==> src/rtl/bullet_engine_if.sv <==
// bullet_engine_if: tile map bus between the bullet engine and the map store.
// Read: tile_addr -> tile_data (1-cycle latency). Write: wr_en/wr_addr/wr_data.
interface bullet_engine_if;
    logic [8:0] tile_addr;
    logic [2:0] tile_data;
    logic       wr_en;
    logic [8:0] wr_addr;
    logic [2:0] wr_data;

    modport master (
        output tile_addr,
        output wr_en,
        output wr_addr,
        output wr_data,
        input  tile_data
    );

    modport slave (
        input  tile_addr,
        input  wr_en,
        input  wr_addr,
        input  wr_data,
        output tile_data
    );
endinterface

==> src/rtl/bullet_engine.sv <==
// bullet_engine: one bullet per player; spawns at the tank, moves per frame,
// resolves walls/bases through the tile map.
// Ports: Clk, Reset_n, frame_tick, fire, dir, TankX/Y in; map bus (master);
//        BulletX/Y, bullet_active, base_hit out.
module bullet_engine #(
    parameter int SPEED      = 4,
    parameter int TILE_SHIFT = 5,
    parameter int MAP_W      = 20
) (
    input  logic            Clk,
    input  logic            Reset_n,
    input  logic            frame_tick,
    input  logic            fire,
    input  logic [1:0]      dir,
    input  logic [9:0]      TankX,
    input  logic [9:0]      TankY,
    bullet_engine_if.master map,
    output logic [9:0]      BulletX,
    output logic [9:0]      BulletY,
    output logic            bullet_active,
    output logic [1:0]      base_hit
);

    typedef enum logic [2:0] {
        S_IDLE,
        S_ACTIVE,
        S_MOVE,
        S_LOOKUP,
        S_WAIT,
        S_CHECK
    } state_t;

    localparam logic signed [10:0] STEP  = 11'(SPEED);
    localparam logic [9:0]         MAP_K = 10'(MAP_W);

    state_t state;
    state_t state_nx;

    logic       fire_d;
    logic       fire_pending;
    logic       live;
    logic [1:0] dir_q;
    logic [8:0] addr_q;

    logic              spawn;
    logic              off;
    logic              retire_now;
    logic              in_check;
    logic signed [10:0] nx;
    logic signed [10:0] ny;
    logic [9:0]        row;
    logic [9:0]        col;
    logic [8:0]        addr_sum;

    assign spawn    = (state == S_IDLE) && frame_tick && fire_pending;
    assign in_check = (state == S_CHECK);

    // Next position in signed 11-bit so that underflow shows as negative.
    always_comb begin
        nx = $signed({1'b0, BulletX});
        ny = $signed({1'b0, BulletY});
        unique case (dir_q)
            2'd0: ny = ny - STEP;
            2'd1: nx = nx + STEP;
            2'd2: ny = ny + STEP;
            2'd3: nx = nx - STEP;
        endcase
    end

    assign off = (nx < 11'sd0) || (ny < 11'sd0) ||
                 (nx > 11'sd639) || (ny > 11'sd479);

    // row*MAP_W as a sum of shifted rows, one term per set bit of MAP_W.
    always_comb begin
        row      = BulletY >> TILE_SHIFT;
        col      = BulletX >> TILE_SHIFT;
        addr_sum = 9'(col);
        for (int i = 0; i < 10; i++) begin
            if (MAP_K[i]) begin
                addr_sum = addr_sum + 9'(row << i);
            end
        end
    end

    always_comb begin
        state_nx = state;
        unique case (state)
            S_IDLE:   if (spawn) state_nx = S_LOOKUP;
            S_ACTIVE: if (frame_tick) state_nx = S_MOVE;
            S_MOVE:   state_nx = off ? S_IDLE : S_LOOKUP;
            S_LOOKUP: state_nx = S_WAIT;
            S_WAIT:   state_nx = S_CHECK;
            S_CHECK:  begin
                if (map.tile_data == 3'd0) begin
                    state_nx = S_ACTIVE;
                end else begin
                    state_nx = S_IDLE;
                end
            end
            default:  state_nx = S_IDLE;
        endcase
    end

    // Hit strobes are decoded straight from the RAM data during CHECK so
    // they last exactly one cycle and vanish with an asynchronous reset.
    assign retire_now = in_check && (map.tile_data != 3'd0);
    assign map.wr_en  = in_check && (map.tile_data == 3'd2);
    assign map.wr_addr = map.wr_en ? addr_q : 9'd0;
    assign map.wr_data = 3'd0;
    assign map.tile_addr = addr_q;
    assign base_hit[0] = in_check && (map.tile_data == 3'd3);
    assign base_hit[1] = in_check && (map.tile_data == 3'd4);

    // The bullet drops out of view in the same cycle it resolves.
    assign bullet_active = live && !retire_now;

    always_ff @(posedge Clk or negedge Reset_n) begin
        if (!Reset_n) begin
            state <= S_IDLE;
        end else begin
            state <= state_nx;
        end
    end

    always_ff @(posedge Clk or negedge Reset_n) begin
        if (!Reset_n) begin
            fire_d       <= 1'b0;
            fire_pending <= 1'b0;
            live         <= 1'b0;
            dir_q        <= 2'd0;
            addr_q       <= 9'd0;
            BulletX      <= 10'd0;
            BulletY      <= 10'd0;
        end else begin
            fire_d <= fire;

            // A spawn consumes the request; edges coinciding with it are lost.
            if (spawn) begin
                fire_pending <= 1'b0;
            end else if ((state == S_IDLE) && fire && !fire_d) begin
                fire_pending <= 1'b1;
            end

            if (spawn) begin
                BulletX <= TankX;
                BulletY <= TankY;
                dir_q   <= dir;
                live    <= 1'b1;
            end

            if (state == S_MOVE) begin
                if (off) begin
                    live <= 1'b0;
                end else begin
                    BulletX <= nx[9:0];
                    BulletY <= ny[9:0];
                end
            end

            if (state == S_LOOKUP) begin
                addr_q <= addr_sum;
            end

            if (retire_now) begin
                live <= 1'b0;
            end
        end
    end

endmodule

==> src/flat_wrapper.sv <==
// flat-port wrapper written by rule: the top's interface ports become plain ports
module bullet_engine_flat 
#(
    parameter int SPEED      = 4,
    parameter int TILE_SHIFT = 5,
    parameter int MAP_W      = 20
)
  (Clk, Reset_n, frame_tick, fire, dir, TankX, TankY, BulletX, BulletY, bullet_active, base_hit, map_tile_addr, map_wr_en, map_wr_addr, map_wr_data, map_tile_data);
  bullet_engine_if map_i ();
  input  logic Clk;
  input  logic Reset_n;
  input  logic frame_tick;
  input  logic fire;
  input  logic [1:0] dir;
  input  logic [9:0] TankX;
  input  logic [9:0] TankY;
  output logic [9:0] BulletX;
  output logic [9:0] BulletY;
  output logic bullet_active;
  output logic [1:0] base_hit;
  output wire logic [$bits(map_i.tile_addr)-1:0] map_tile_addr;
  output wire logic [$bits(map_i.wr_en)-1:0] map_wr_en;
  output wire logic [$bits(map_i.wr_addr)-1:0] map_wr_addr;
  output wire logic [$bits(map_i.wr_data)-1:0] map_wr_data;
  input wire logic [$bits(map_i.tile_data)-1:0] map_tile_data;
  assign map_tile_addr = map_i.tile_addr;
  assign map_wr_en = map_i.wr_en;
  assign map_wr_addr = map_i.wr_addr;
  assign map_wr_data = map_i.wr_data;
  assign map_i.tile_data = map_tile_data;
  bullet_engine #(.SPEED(SPEED), .TILE_SHIFT(TILE_SHIFT), .MAP_W(MAP_W)) u_core (.Clk(Clk), .Reset_n(Reset_n), .frame_tick(frame_tick), .fire(fire), .dir(dir), .TankX(TankX), .TankY(TankY), .map(map_i), .BulletX(BulletX), .BulletY(BulletY), .bullet_active(bullet_active), .base_hit(base_hit));
endmodule
==> config.mk <==
export PLATFORM = sky130hd
export DESIGN_NAME = bullet_engine_flat
export DESIGN_NICKNAME = d
export VERILOG_FILES = /design/src/rtl/bullet_engine_if.sv /design/src/rtl/bullet_engine.sv /design/src/flat_wrapper.sv
export SDC_FILE = /design/constraint.sdc
export NUM_CORES = 1
export LEC_CHECK = 0
export ABC_CLOCK_PERIOD_IN_PS = 3300
export CELL_PAD_IN_SITES_DETAIL_PLACEMENT = 0
export CELL_PAD_IN_SITES_GLOBAL_PLACEMENT = 2
export CORE_UTILIZATION = 27
export DETAILED_ROUTE_END_ITERATION = 16
export PLACE_DENSITY = 0.73
export RECOVER_POWER = 50
export SYNTH_ARGS = -nofsm -noshare
export SYNTH_HDL_FRONTEND = slang
export SYNTH_SLANG_ARGS = --single-unit
==> constraint.sdc <==
create_clock -name Clk -period 3.3 [get_ports Clk]
set_input_delay 0.495 -clock Clk [delete_from_list [all_inputs] [get_ports Clk]]
set_output_delay 0.495 -clock Clk [all_outputs]
set_load 0.1 [all_outputs]
==> run metrics <==
status complete, but fails checks; failing checks max-capacitance violations, max-slew violations; leading area contributor after synthesis dfrtp_1; antenna cells 0; CTS tree done; crit-path max FO 6; largest net degree at the start of global routing 38; Mapped Area 2903 sq um; Largest stage delay, worst path 0.39 ns; share of the yosys chip area belonging to registers 31.90%; Die X 105.7 um; number of flops mapped to enable cells by yosys 0; pre-CTS setup slack -0.01963 ns; RePlAce Congestion 0.7584; Inst Count DP 511; Worst path depth 12; Slew Limit Fails 38; Critical Path RT 3.48 ns; DPL Wire Length 6179 um; area grow syn2layout 35.99%; main area contributors after synthesis dfrtp_1 (32%), ha_1 (6.5%), nand2_1 (4.9%), nor2_1 (3.1%), and2_1 (3.0%); most common cell after layout, fill and taps aside clkdlybuf4s50_1; FF-to-FF End u_core.BulletX[4]; Post-Route Skew 0.005723 ns; Synth warnings 0; initial core utilization 27.99%; port bufs 70; worst setup margin 0.1595 ns; library cells used by synthesis 79; number of max-cap violations 1; Hold Crit Class reg2reg; critical path class reg2reg; CP delay by family, top compound AO/OA/AOI/OAI gates; Finished Layout Cells 521; relative slew slack -41.05%; R2R Path Start u_core.dir_q[0]; CP arrival 3.32 ns; CTS Buffer Depth 2; latest clock arrival within the worst-skew pair 0.29 ns; endpoint type of the worst setup path register; Routed WL 8117 um; Yosys top cell area share 31.90%; reg2reg setup slack 0.16 ns; drt pass-1 iters 4; Sink Count 37; CTS root buf clkbuf_8; Final min period 3.140 ns; vias in the first global route 2,548; vias post-DR 2,552; I/O pin count 74; cell repeated most along the worst path a221o_1; Core Region 10,370 sq um; Remaining Overflow, GRT 0; cell chain of the critical path inv_2, nand2_2, buf_4, ha_2, a21o_4, nor4_2, a221o_1, o2111a_1, o221ai_4, nor3_4, mux2_4, a221o_1; post-synthesis cell count 308; Total Nets Final 431; Post-route DRC 0; syn_area_per_cell 9.425 sq um; Buffers & Inverters on Critical Path 2; number of vias per cell 4.898; flops & latches, synth 37; Fin. Hold Viols 0; All-Layer GR Usage 15.24%; Slew @ Worst Pin 2.116 ns; Final Cycle Share 95.17%; 1st-iter DRT viols 76; CTS Buf Count 5; final setup violation count 0; Setup crit end u_core.BulletX[4]; antenna viol nets, final 0; die area 11,170 sq um; antenna violations before repair 0; cell row count 37; most frequent cells in the layout clkdlybuf4s50_1 (39), nand2_1 (37), dfrtp_1 (32); CTS clk-pin slew, worst paths 0.08 ns; WL/cell 15.58 um; Top FF cell, synth dfrtp_1; FFs w/ async S/R, synth 100.0%; Die Y 105.7 um; share of post-route cells with drive strength above 1 20.78%; H-tree depth 2; Reg2Reg Depth 12; CP max-delay cell dfrtp_1; worst hold margin 0.4756 ns; startpoint types register; Critical path origin u_core.dir_q[0]; first-pass GRT wire length 13,330 um; highest clock rate 318.4 MHz
Yosys cell counts, types with 3 or more instances:
cell and instances:
buf_2 4, mux2i_1 5, nand2_1 38, a21o_1 8, nor4_1 3, and2_1 14, fa_1 3, a22o_1 3
dfrtp_1 37, nor2b_1 3, ha_1 15, nor3_1 4, xor2_1 4, nand3_1 3, mux2_2 6, a221o_1 4
xnor2_1 8, o21ai_0 10, and3_1 5, or3_1 3, inv_1 8, buf_4 7, a21oi_1 14, clkbuf_1 6
nor2_1 24, a211oi_1 6
metal layers:
| layer | share of wire [%] | routed length [um] | global-route usage (%) | up-vias |
|---|---|---|---|---|
| met5 | 0 | 0 | 0 | - |
| met4 | 0.78 | 63 | 3.274 | 0 |
| met3 | 3.7 | 299 | 2.659 | 4 |
| met2 | 48 | 3925 | 26.28 | 49 |
| met1 | 47 | 3828 | 19.82 | 1223 |
| li1 | - | - | - | 1276 |
worst min-delay path: cells and delay by family, from the launching register on:
| family | cells | cell delay [ns] |
|---|---|---|
| flip-flops | 1 | 0.34 |
| AND/OR/NAND/NOR | 2 | 0.10 |
per-stage QoR:
stage / cell area, sq um / util [%] / setup TNS (ns)
finish: 3948 / 38.07 / 0
floorplan: 2918 / - / -0.04705
global route: 3948 / 38.07 / -0.004755
global placement: 3831 / 36.95 / 0
CTS: 3918 / 37.78 / 0
detailed placement: 3831 / 36.95 / -0.01963
how the worst min path moves through the flow:
stage / from / end / slack [ns] / cells past startpoint
finish: u_core.BulletX[1] / u_core.BulletX[1] / 0.48 / 2
global route: u_core.BulletY[0] / u_core.BulletY[0] / 0.52 / 2
CTS: Reset_n / u_core.map.tile_addr[6] / 0.37 / 1
detailed placement: u_core.BulletX[1] / u_core.BulletX[1] / 0.46 / 2
global placement: u_core.BulletX[1] / u_core.BulletX[1] / 0.46 / 2
floorplan: Reset_n / u_core.BulletX[0] / 0.20 / 0
flip-flops by register name (all words and copies together), names as in the netlist:
name,count
u_core.live,1
u_core.fire_pending,1
u_core.dir_q,2
u_core.BulletY,10
u_core.state,3
u_core.map.tile_addr,9
u_core.BulletX,10
u_core.fire_d,1
cell families (layout without fill, tap and decap cells):
| logic type | after synthesis | after routing | share of synthesized area, % |
|---|---|---|---|
| AND/OR/NAND/NOR | 116 | 116 | 21.12 |
| buffers and inverters | 30 | 105 | 5.862 |
| adder cells (fa/ha/maj) | 18 | 18 | 8.535 |
| multiplexers | 13 | 13 | 5.086 |
| XOR/XNOR | 13 | 13 | 4.181 |
| flip-flops | 37 | 37 | 31.90 |
| other | 1 | 3 | 0.1292 |
| AO/OA/AOI/OAI | 80 | 80 | 23.19 |
area by class of cell:
| cell class | count | area [sq um] |
|---|---|---|
| Clock buffer | 8 | 80.08 |
| Inverter | 9 | 33.78 |
| Multi-Input combinational cell | 243 | 1886 |
| Sequential cell | 37 | 932.1 |
| Tap cell | 136 | 170.2 |
| Fill cell | 1085 | 6422 |
| Timing Repair Buffer | 88 | 845.8 |
timing repair:
action | 4_1_cts | 5_1_grt
pin swaps | 0 | 4
setup buffers | 0 | 2
resized for setup | 1 | 11
hold buffers | 0 | 0
endpoints found under the setup margin | 1 | 15
Power is not shown: default switching activity piles up to over one toggle a cycle in this logic, so the estimate is an artifact.
